$ cat src/rtl/ecc_smul_seq_pkg.sv
// Shared encodings for the ECC scalar-multiplication sequencer: point-op codes,
// FSM state type and a small ladder op-selection helper.
package ecc_pkg;

    localparam logic [2:0] EC_LOAD = 3'd0;
    localparam logic [2:0] EC_DBL  = 3'd1;
    localparam logic [2:0] EC_ADD  = 3'd2;
    localparam logic [2:0] EC_LAD0 = 3'd3;
    localparam logic [2:0] EC_LAD1 = 3'd4;

    typedef enum logic [2:0] {
        ST_IDLE  = 3'd0,
        ST_SCAN  = 3'd1,
        ST_ISSUE = 3'd2,
        ST_WAIT  = 3'd3,
        ST_DONE  = 3'd4
    } state_e;

    function automatic logic [2:0] lad_op(input logic kbit);
        return kbit ? EC_LAD1 : EC_LAD0;
    endfunction

endpackage

$ cat src/rtl/ecc_smul_seq_if.sv
// Op-issue handshake between the scalar sequencer (master) and the EC point engine (slave).
interface ecc_smul_seq_if;

    logic       ec_en;
    logic [2:0] ec_op;
    logic       ec_rdy;

    modport master (output ec_en, output ec_op, input ec_rdy);
    modport slave  (input ec_en, input ec_op, output ec_rdy);

endinterface

$ cat src/rtl/ecc_smul_seq_cnt.sv
// Performance counters for the sequencer: total issued ops and DBL ops.
// Instantiated only when ECC_SMUL_PERF_EN is defined.
module ecc_smul_cnt #(
    parameter int OW = 10,
    parameter int DW = 9
) (
    input  logic          clk,
    input  logic          rst,
    input  logic          clear,
    input  logic          inc_op,
    input  logic          inc_dbl,
    output logic [OW-1:0] op_cnt,
    output logic [DW-1:0] dbl_cnt
);

    logic [OW-1:0] op_cnt_r;
    logic [DW-1:0] dbl_cnt_r;

    // Counters restart on every accepted start and simply stop moving once no more ops issue.
    always_ff @(posedge clk) begin
        if (rst) begin
            op_cnt_r  <= '0;
            dbl_cnt_r <= '0;
        end else if (clear) begin
            op_cnt_r  <= '0;
            dbl_cnt_r <= '0;
        end else begin
            if (inc_op) begin
                op_cnt_r <= op_cnt_r + OW'(1);
            end
            if (inc_dbl) begin
                dbl_cnt_r <= dbl_cnt_r + DW'(1);
            end
        end
    end

    assign op_cnt  = op_cnt_r;
    assign dbl_cnt = dbl_cnt_r;

endmodule

$ cat src/rtl/ecc_smul_seq.sv
// Scalar-multiplication sequencer: scans a KW-bit scalar and issues LOAD/DBL/ADD/LAD ops
// one at a time. Optional counters (op_cnt, dbl_cnt) are enabled by ECC_SMUL_PERF_EN.
module ecc_smul_seq
    import ecc_pkg::*;
#(
    parameter  int KW = 256,
    localparam int IW = $clog2(KW)
) (
    input  logic            clk,
    input  logic            rst,
    input  logic            start,
    input  logic            clr,
    input  logic            mode,
    input  logic [KW-1:0]   scalar,
    ecc_smul_seq_if.master  ec,
    output logic            busy,
    output logic            done,
    output logic            err,
    output logic [IW-1:0]   bit_idx
`ifdef ECC_SMUL_PERF_EN
    ,
    output logic [IW+1:0]   op_cnt,
    output logic [IW:0]     dbl_cnt
`endif
);

    localparam logic [IW-1:0] IDX_TOP = IW'(KW - 1);
    localparam logic [IW-1:0] IDX_ONE = IW'(1);

    state_e        state_r;
    logic [KW-1:0] k_r;
    logic          m_r;
    logic [IW-1:0] bit_idx_r;
    logic [2:0]    op_r;
    logic          ec_en_r;
    logic          busy_r;
    logic          done_r;
    logic          err_r;
    logic [IW-1:0] idx_dn_s;

    assign idx_dn_s = bit_idx_r - IDX_ONE;

    // Main sequencer FSM: scalar scan, op issue, completion wait and done/err reporting.
    always_ff @(posedge clk) begin
        if (rst) begin
            state_r   <= ST_IDLE;
            k_r       <= '0;
            m_r       <= 1'b0;
            bit_idx_r <= '0;
            op_r      <= EC_LOAD;
            ec_en_r   <= 1'b0;
            busy_r    <= 1'b0;
            done_r    <= 1'b0;
            err_r     <= 1'b0;
        end else if (clr) begin
            state_r   <= ST_IDLE;
            bit_idx_r <= '0;
            op_r      <= EC_LOAD;
            ec_en_r   <= 1'b0;
            busy_r    <= 1'b0;
            done_r    <= 1'b0;
            err_r     <= 1'b0;
        end else begin
            ec_en_r <= 1'b0;
            done_r  <= 1'b0;
            case (state_r)
                ST_IDLE: begin
                    if (start) begin
                        k_r       <= scalar;
                        m_r       <= mode;
                        bit_idx_r <= IDX_TOP;
                        busy_r    <= 1'b1;
                        err_r     <= 1'b0;
                        state_r   <= ST_SCAN;
                    end
                end
                ST_SCAN: begin
                    // Ladder needs the top bit set so that every scalar costs exactly KW ops.
                    if (m_r) begin
                        if (k_r[KW-1]) begin
                            op_r    <= EC_LOAD;
                            ec_en_r <= 1'b1;
                            state_r <= ST_ISSUE;
                        end else begin
                            done_r  <= 1'b1;
                            err_r   <= 1'b1;
                            busy_r  <= 1'b0;
                            state_r <= ST_DONE;
                        end
                    end else if (k_r[bit_idx_r]) begin
                        op_r    <= EC_LOAD;
                        ec_en_r <= 1'b1;
                        state_r <= ST_ISSUE;
                    end else if (bit_idx_r == '0) begin
                        done_r  <= 1'b1;
                        err_r   <= 1'b1;
                        busy_r  <= 1'b0;
                        state_r <= ST_DONE;
                    end else begin
                        bit_idx_r <= idx_dn_s;
                    end
                end
                ST_ISSUE: begin
                    state_r <= ST_WAIT;
                end
                ST_WAIT: begin
                    if (ec.ec_rdy) begin
                        if (!m_r && (op_r == EC_DBL) && k_r[bit_idx_r]) begin
                            op_r    <= EC_ADD;
                            ec_en_r <= 1'b1;
                            state_r <= ST_ISSUE;
                        end else if (bit_idx_r == '0) begin
                            done_r  <= 1'b1;
                            busy_r  <= 1'b0;
                            state_r <= ST_DONE;
                        end else begin
                            bit_idx_r <= idx_dn_s;
                            op_r      <= m_r ? lad_op(k_r[idx_dn_s]) : EC_DBL;
                            ec_en_r   <= 1'b1;
                            state_r   <= ST_ISSUE;
                        end
                    end
                end
                ST_DONE: begin
                    state_r <= ST_IDLE;
                end
                default: begin
                    state_r <= ST_IDLE;
                    busy_r  <= 1'b0;
                end
            endcase
        end
    end

    assign ec.ec_en = ec_en_r;
    assign ec.ec_op = op_r;
    assign busy     = busy_r;
    assign done     = done_r;
    assign err      = err_r;
    assign bit_idx  = bit_idx_r;

`ifdef ECC_SMUL_PERF_EN
    logic start_acc_s;
    logic inc_dbl_s;

    assign start_acc_s = start && !clr && (state_r == ST_IDLE);
    assign inc_dbl_s   = ec_en_r && (op_r == EC_DBL);

    ecc_smul_cnt #(
        .OW (IW + 2),
        .DW (IW + 1)
    ) u_cnt (
        .clk     (clk),
        .rst     (rst),
        .clear   (start_acc_s),
        .inc_op  (ec_en_r),
        .inc_dbl (inc_dbl_s),
        .op_cnt  (op_cnt),
        .dbl_cnt (dbl_cnt)
    );
`endif

endmodule

$ cat src/flat_wrapper.sv
// flat-port wrapper written by rule: the top's interface ports become plain ports
module ecc_smul_seq_flat import ecc_pkg::*;
#(
    parameter  int KW = 256,
    localparam int IW = $clog2(KW)
)
  (clk, rst, start, clr, mode, scalar, busy, done, err, bit_idx, ec_ec_en, ec_ec_op, ec_ec_rdy);
  ecc_smul_seq_if ec_i ();
  input  logic clk;
  input  logic rst;
  input  logic start;
  input  logic clr;
  input  logic mode;
  input  logic [KW-1:0] scalar;
  output logic busy;
  output logic done;
  output logic err;
  output logic [IW-1:0] bit_idx;
  output wire logic [$bits(ec_i.ec_en)-1:0] ec_ec_en;
  output wire logic [$bits(ec_i.ec_op)-1:0] ec_ec_op;
  input wire logic [$bits(ec_i.ec_rdy)-1:0] ec_ec_rdy;
  assign ec_ec_en = ec_i.ec_en;
  assign ec_ec_op = ec_i.ec_op;
  assign ec_i.ec_rdy = ec_ec_rdy;
  ecc_smul_seq #(.KW(KW)) u_core (.clk(clk), .rst(rst), .start(start), .clr(clr), .mode(mode), .scalar(scalar), .ec(ec_i), .busy(busy), .done(done), .err(err), .bit_idx(bit_idx));
endmodule
$ cat config.mk
export PLATFORM = sky130hd
export DESIGN_NAME = ecc_smul_seq_flat
export DESIGN_NICKNAME = d
export VERILOG_FILES = /design/src/rtl/ecc_smul_seq_pkg.sv /design/src/rtl/ecc_smul_seq_if.sv /design/src/rtl/ecc_smul_seq_cnt.sv /design/src/rtl/ecc_smul_seq.sv /design/src/flat_wrapper.sv
export SDC_FILE = /design/constraint.sdc
export NUM_CORES = 1
export LEC_CHECK = 0
export CAP_MARGIN = 20
export CORE_MARGIN = 4
export CORE_UTILIZATION = 30
export CTS_BUF_LIST = sky130_fd_sc_hd__clkbuf_8
export DETAILED_ROUTE_END_ITERATION = 16
export PLACE_DENSITY_LB_ADDON = 0.12
export SLEW_MARGIN = 10
export SYNTH_ARGS = -nofsm -noshare
export SYNTH_HDL_FRONTEND = slang
export SYNTH_SLANG_ARGS = --single-unit
$ cat constraint.sdc
create_clock -name clk -period 6.95 [get_ports clk]
set_input_delay 1.39 -clock clk [delete_from_list [all_inputs] [get_ports clk]]
set_output_delay 1.39 -clock clk [all_outputs]
set_load 0.02 [all_outputs]
==> impl_metrics.env, run 1 <==
export IMPL_coreArea_sq_um=47600
export IMPL_cts_hold_buf=0
export IMPL_met1Wirelength_mm=23.2
export IMPL_grt_pass1_wl_mm=77.4
export IMPL_io_buffers=276
export IMPL_finalCriticalPeriod_ns=4.40
export IMPL_leakagePower_nw=6.40
export IMPL_vdd_drop_max_mv=0.106
export IMPL_drc=0
export IMPL_slew_violations=0
export IMPL_syn_nets=1872
export IMPL_grt_ovfl_total=0
export IMPL_max_stage_delay_ns=0.97
export IMPL_routed_via_density=5.23
export IMPL_start_util_pct=30.3
export IMPL_areaGrowthSynthToFinish_pct=27.4
export IMPL_rsz0062_at_grt="false"
export IMPL_fin_skew_ns=0.0179
export IMPL_netlist_area_sq_um=14400
export IMPL_rr_worst_depth=9
export IMPL_arrival_ns=4.90
export IMPL_cap_violations=0
export IMPL_slowest_stage="ha_4"
export IMPL_grtUsageTotal_pct=19.3
export IMPL_clock_fmax_ghz=0.227
export IMPL_p_per_area_nw_per_um2=220
export IMPL_final_seq_area_sq_um=5510
export IMPL_layout_commonest_cell="nand2_1"
export IMPL_antenna_found_initial=1
export IMPL_cts_sink_count=275
export IMPL_ant_nets=0
export IMPL_h_tree_depth=2
export IMPL_yosys_warnings=0
export IMPL_rows=80
export IMPL_status="complete, no violations"
export IMPL_critical_path_required_ns=7.46
export IMPL_final_net_count=2076
export IMPL_ys_types=67
export IMPL_multi_input_area_sq_um=8200
export IMPL_drive_gt1_share_pct=11.5
export IMPL_initialDrtViolationCount=916
export IMPL_drt_total_wl_mm=51.3
export IMPL_period_share_pct=63.3
export IMPL_finalSetupViolations=0
export IMPL_p_total_mw=4.04
export IMPL_dpl_hpwl_mm=36.2
export IMPL_routed_wl_met3_mm=2.88
export IMPL_first_pass_iters=5
export IMPL_worstMarginPinSlew_ns=1.11
export IMPL_clockRootBuffer="clkbuf_8"
export IMPL_ys_flop_type="dfxtp_1"
export IMPL_synth_edff_count=0
export IMPL_ys_seq_elements=275
export IMPL_vias=12900
export IMPL_cp_cell_sequence="inv_1 -> ha_4 -> mux4_2 -> mux4_1 -> nand2_1 -> a21oi_1 -> nor4_1 -> nor2_1 -> a32o_1"
export IMPL_grt_pass1_vias=13000
export IMPL_gp_congestion=0.898
export IMPL_grt_max_degree=193
export IMPL_ctsResizeCount=0
export IMPL_die_h_microns=227
export IMPL_place_area_sq_um=17400
export IMPL_synthCells=1609
export IMPL_critPathLaunchType="flip-flop"
export IMPL_cp_max_fo=65
export IMPL_cts_buffers=50
export IMPL_synthArstFlopShare_pct=0
export IMPL_finish_utilization_pct=38.6
export IMPL_routed_top_layer="met5"
export IMPL_die_w_microns=227
export IMPL_min_path_type="reg2reg"
export IMPL_hold_depth=2
export IMPL_die_area_sq_um=51700
export IMPL_hold_viol_final=0
export IMPL_mostFrequentLayoutCells="nand2_1, clkdlybuf4s50_1, dfxtp_1, a21oi_1, mux4_2"
export IMPL_post_drt_wl_per_cell_microns=20.8
export IMPL_ios=277
export IMPL_clk_pin_slew_ns=0.06
export IMPL_wl_met2_mm=24.1
export IMPL_setup_tns_final_ns=0
export IMPL_worstSetupPathType="reg2reg"
export IMPL_synth_avg_cell_area_sq_um=8.97
export IMPL_yosysSeqAreaShare_pct=38.1
export IMPL_antenna_cells=0
export IMPL_n_fill_cell=4904
export IMPL_slew_headroom_pct=25.0
export IMPL_clkLatencyLatePin_ns=0.62
export IMPL_fin_area_sq_um=18400
export IMPL_clockBufferDepth=3
export IMPL_post_cts_buffers=0
export IMPL_cts_tree="built"
export IMPL_critPathCaptureType="flip-flop"
-- path summary, 6_finish.rpt --
path                                  startpoint                         endpoint  slack [ns]
setup / recovery  u_core.bit_idx[0]$_SDFFE_PP0P_  u_core.ec.ec_op[2]$_SDFFE_PP0P_        2.55
hold / removal      u_core.k_r[237]$_SDFFE_PP0P_     u_core.k_r[237]$_SDFFE_PP0P_        0.46
setup reg to reg  u_core.bit_idx[0]$_SDFFE_PP0P_  u_core.ec.ec_op[2]$_SDFFE_PP0P_        2.55
hold reg to reg     u_core.k_r[237]$_SDFFE_PP0P_     u_core.k_r[237]$_SDFFE_PP0P_        0.46
-- layer usage --
metal | GRT usage (%) | vias to the layer above
met2 | 31.7 | 392
met5 | 0 | -
met3 | 3.84 | 78
li1 | - | 6134
met4 | 4.61 | 2
met1 | 26.4 | 6267
-- cell type report --
type                       count  share of cell area [%]
inverter                      12                   0.245
multi-input combinational   1184                    44.6
clock inverter                22                   0.490
sequential                   275                    30.0
timing repair buffer         290                    15.7
clock buffer                  64                    4.79
tap                          615                    4.18
-- critical path, delay by kind of cell, from the launching register on --
kind                     cells  cell delay [ns]
flip-flops                   1             0.80
AO/OA/AOI/OAI                2             0.35
AND/OR/NAND/NOR              3             0.70
multiplexers                 2             1.13
adder cells (fa/ha/maj)      1             0.97
buffers and inverters        1             0.25
-- state kept, by name, indices dropped and copies added (netlist names) --
signal	flops
u_core.busy	1
u_core.ec.ec_op	3
u_core.state_r	3
u_core.ec.ec_en	1
u_core.k_r	256
u_core.err	1
u_core.bit_idx	8
u_core.done	1
u_core.m_r	1
-- through the flow --
step           hold slack, ns  std cells  setup WS, ns
2_1_floorplan           0.441       1609          2.93
3_3_place_gp            0.452       2376          2.64
3_5_place_dp            0.460       2376          2.55
4_1_cts                 0.468       2462          2.49
5_1_grt                 0.487       2462          2.15
6_report                0.465       2462          2.55
-- cell usage after synthesis (4+ instances only) --
library cell,instances,share of area [%]
a2111oi_0,6,0.36
a211oi_1,11,0.57
a21oi_1,271,9.4
a221oi_1,4,0.24
a22oi_1,8,0.42
a31oi_1,7,0.30
and2_1,6,0.26
buf_1,4,0.10
buf_2,10,0.35
buf_4,5,0.26
buf_6,14,1.1
clkbuf_1,98,2.5
clkbuf_8,4,0.38
dfxtp_1,275,38
inv_1,9,0.23
mux2_2,11,0.86
mux2i_1,58,4.0
mux4_1,23,4.2
mux4_2,96,15
nand2_1,548,14
nand2b_1,6,0.26
nand3_1,12,0.42
nor2_1,18,0.47
nor2b_1,9,0.39
nor3_1,5,0.17
nor4_1,4,0.17
o211ai_1,6,0.31
o21ai_0,11,0.38
o221ai_1,4,0.24
or2_2,4,0.17
xnor2_1,5,0.30
-- where the power goes --
group          switching, mW  leakage [nW]  internal (mW)  total [mW]
Combinational          0.398          3.59          0.381       0.779
Sequential            0.0892          2.25           1.66        1.75
Clock                  0.698         0.568          0.817        1.52
Total                   1.19          6.40           2.85        4.04
-- cell families (layout without fill, tap and decap cells) --
family                   after synthesis  count (layout)  share of synthesized area [%]
AND/OR/NAND/NOR                      622             622                           17.1
AO/OA/AOI/OAI                        365             365                           14.8
flip-flops                           275             275                           38.1
multiplexers                         188             188                           24.0
buffers and inverters                150             388                           5.36
XOR/XNOR                               8               8                          0.485
adder cells (fa/ha/maj)                1               1                         0.0866
Power figures use the tool's default switching activity.
==> run 2, diff against run 1 <==
clock period = 4.2 ns   (was 6.95 ns; I/O delays follow)
==> impl_metrics.env, run 2 (same netlist as run 1, synthesis figures left out) <==
export IMPL_status="complete, no violations"
export IMPL_first_pass_iters=5
export IMPL_ctsResizeCount=0
export IMPL_grt_pass1_vias=13100
export IMPL_largest_register="u_core.k_r"
export IMPL_grt_max_degree=190
export IMPL_pwr_share_clk_pct=39.1
export IMPL_hp_start="u_core.k_r[73]$_SDFFE_PP0P_"
export IMPL_cp_max_fo=19
export IMPL_setup_tns_final_ns=0
export IMPL_antenna_found_initial=0
export IMPL_r2r_start="u_core.bit_idx[3]$_SDFFE_PP0P_"
export IMPL_mostFrequentLayoutCells="nand2_1, clkdlybuf4s50_1, dfxtp_1, a21oi_1, mux4_2"
export IMPL_post_drt_wl_per_cell_microns=20.8
export IMPL_drt_total_wl_mm=51.8
export IMPL_cap_violations=0
export IMPL_clkLatencyLatePin_ns=0.64
export IMPL_die_w_microns=227
export IMPL_pre_cts_ws_ns=0.658
export IMPL_finalSetupViolations=0
export IMPL_min_path_type="reg2reg"
export IMPL_vias=13000
export IMPL_critPathCaptureType="flip-flop"
export IMPL_rsz0062_at_grt="false"
export IMPL_post_cts_buffers=0
export IMPL_die_area_sq_um=51700
export IMPL_slew_violations=0
export IMPL_drive_gt1_share_pct=13.1
export IMPL_largest_reg_flops=256
export IMPL_grt_ovfl_total=0
export IMPL_r2r_end="u_core.done$_SDFF_PP0_"
export IMPL_rr_worst_depth=10
export IMPL_clockRootBuffer="clkbuf_8"
export IMPL_worstMarginPinSlew_ns=1.03
export IMPL_fin_ws_ns=0.629
export IMPL_p_seq_share_pct=41.5
export IMPL_grt_pass1_wl_mm=78.7
export IMPL_fin_skew_ns=0.0469
export IMPL_power_internal_mw=4.93
export IMPL_rows=80
export IMPL_h_tree_depth=2
export IMPL_timing_hold_ws_ns=0.464
export IMPL_finalCriticalPeriod_ns=3.57
export IMPL_clock_fmax_ghz=0.280
export IMPL_routed_via_density=5.21
export IMPL_whs_endpoint="u_core.k_r[73]$_SDFFE_PP0P_"
export IMPL_dpl_hpwl_mm=38.1
export IMPL_final_net_count=2098
export IMPL_io_buffers=276
export IMPL_p_per_area_nw_per_um2=369
export IMPL_ios=277
export IMPL_r2r_slack_ns=0.63
export IMPL_gp_congestion=0.826
export IMPL_drc=0
export IMPL_cts_hold_buf=0
export IMPL_ant_nets=0
export IMPL_dp_cells=2396
export IMPL_p_comb_share_pct=19.4
export IMPL_worstSetupPathType="reg2reg"
export IMPL_cts_tree="built"
export IMPL_hold_depth=2
export IMPL_grtUsageTotal_pct=19.7
export IMPL_arrival_ns=4.05
export IMPL_cts_buffers=52
export IMPL_clockBufferDepth=3
export IMPL_vdd_drop_max_mv=0.221
export IMPL_areaGrowthSynthToFinish_pct=29.9
export IMPL_coreArea_sq_um=47600
export IMPL_switching_share_pct=28.8
export IMPL_critPathLaunchType="flip-flop"
export IMPL_period_share_pct=85.0
export IMPL_layout_commonest_cell="nand2_1"
export IMPL_critical_path_required_ns=4.68
export IMPL_hold_viol_final=0
export IMPL_die_h_microns=227
export IMPL_clk_pin_slew_ns=0.06
export IMPL_start_util_pct=30.3
export IMPL_fin_cells=2491
export IMPL_antenna_cells=0
export IMPL_p_sw_mw=2.00
export IMPL_finish_utilization_pct=39.4
export IMPL_leakagePower_nw=6.58
export IMPL_initialDrtViolationCount=861
export IMPL_cts_sink_count=275
export IMPL_slew_headroom_pct=31.3
## run 2: power groups by stage
stage / Sequential, mW / Combinational (mW) / Clock, mW
after global placement: 2.93 / 1.34 / 0
after global routing: 2.90 / 1.46 / 2.92
after floorplan: 2.87 / 0.825 / 0
final: 2.88 / 1.34 / 2.71
after detailed placement: 2.93 / 1.35 / 0
after CTS: 2.88 / 1.36 / 2.80
## run 2: worst max path at each step
stage,startpoint,endpoint,cells past startpoint
2_1_floorplan,u_core.bit_idx[0]$_SDFFE_PP0P_,u_core.ec.ec_op[2]$_SDFFE_PP0P_,17
3_3_place_gp,u_core.bit_idx[0]$_SDFFE_PP0P_,u_core.bit_idx[2]$_SDFFE_PP0P_,9
3_5_place_dp,u_core.bit_idx[0]$_SDFFE_PP0P_,u_core.state_r[0]$_SDFFE_PP0P_,9
4_1_cts,u_core.bit_idx[0]$_SDFFE_PP0P_,u_core.state_r[1]$_SDFFE_PP0P_,9
5_1_grt,u_core.bit_idx[0]$_SDFFE_PP0P_,u_core.state_r[1]$_SDFFE_PP0P_,9
6_report,u_core.bit_idx[3]$_SDFFE_PP0P_,u_core.done$_SDFF_PP0_,10
## run 2: layout make-up
| cell class | count | area (sq um) |
|---|---|---|
| clock buffer | 66 | 908 |
| multi-input combinational | 1184 | 8210 |
| timing repair buffer | 310 | 3130 |
| clock inverter | 29 | 181 |
| tap | 615 | 769 |
| fill | 4917 | 28900 |
| inverter | 12 | 45.0 |
| sequential | 275 | 5510 |
## run 2: metrics by stage
| stage | instance area (sq um) | power (mW) |
|---|---|---|
| global route | 18800 | 7.27 |
| CTS | 18800 | 7.04 |
| global placement | 17700 | 4.27 |
| floorplan | 14400 | 3.69 |
| detailed placement | 17700 | 4.28 |
| finish | 18800 | 6.93 |
## run 2: per-layer routing
layer,vias up,wire [microns],GRT usage [%]
met5,-,0,0
met4,0,1150,5.39
met3,71,2820,3.61
met2,363,24600,32.3
met1,6349,23200,26.8
li1,6198,-,-
## run 2: critical path, stage by stage, from the launching register on
cell and delay [ns]:
dfxtp_1 0.70, buf_4 0.31, inv_1 0.05, buf_4 0.18, nor2_1 0.19, a22oi_1 0.13, a221oi_1 0.42, nor3_1 0.13
o22ai_2 0.68, a211oi_1 0.24, o31a_1 0.37
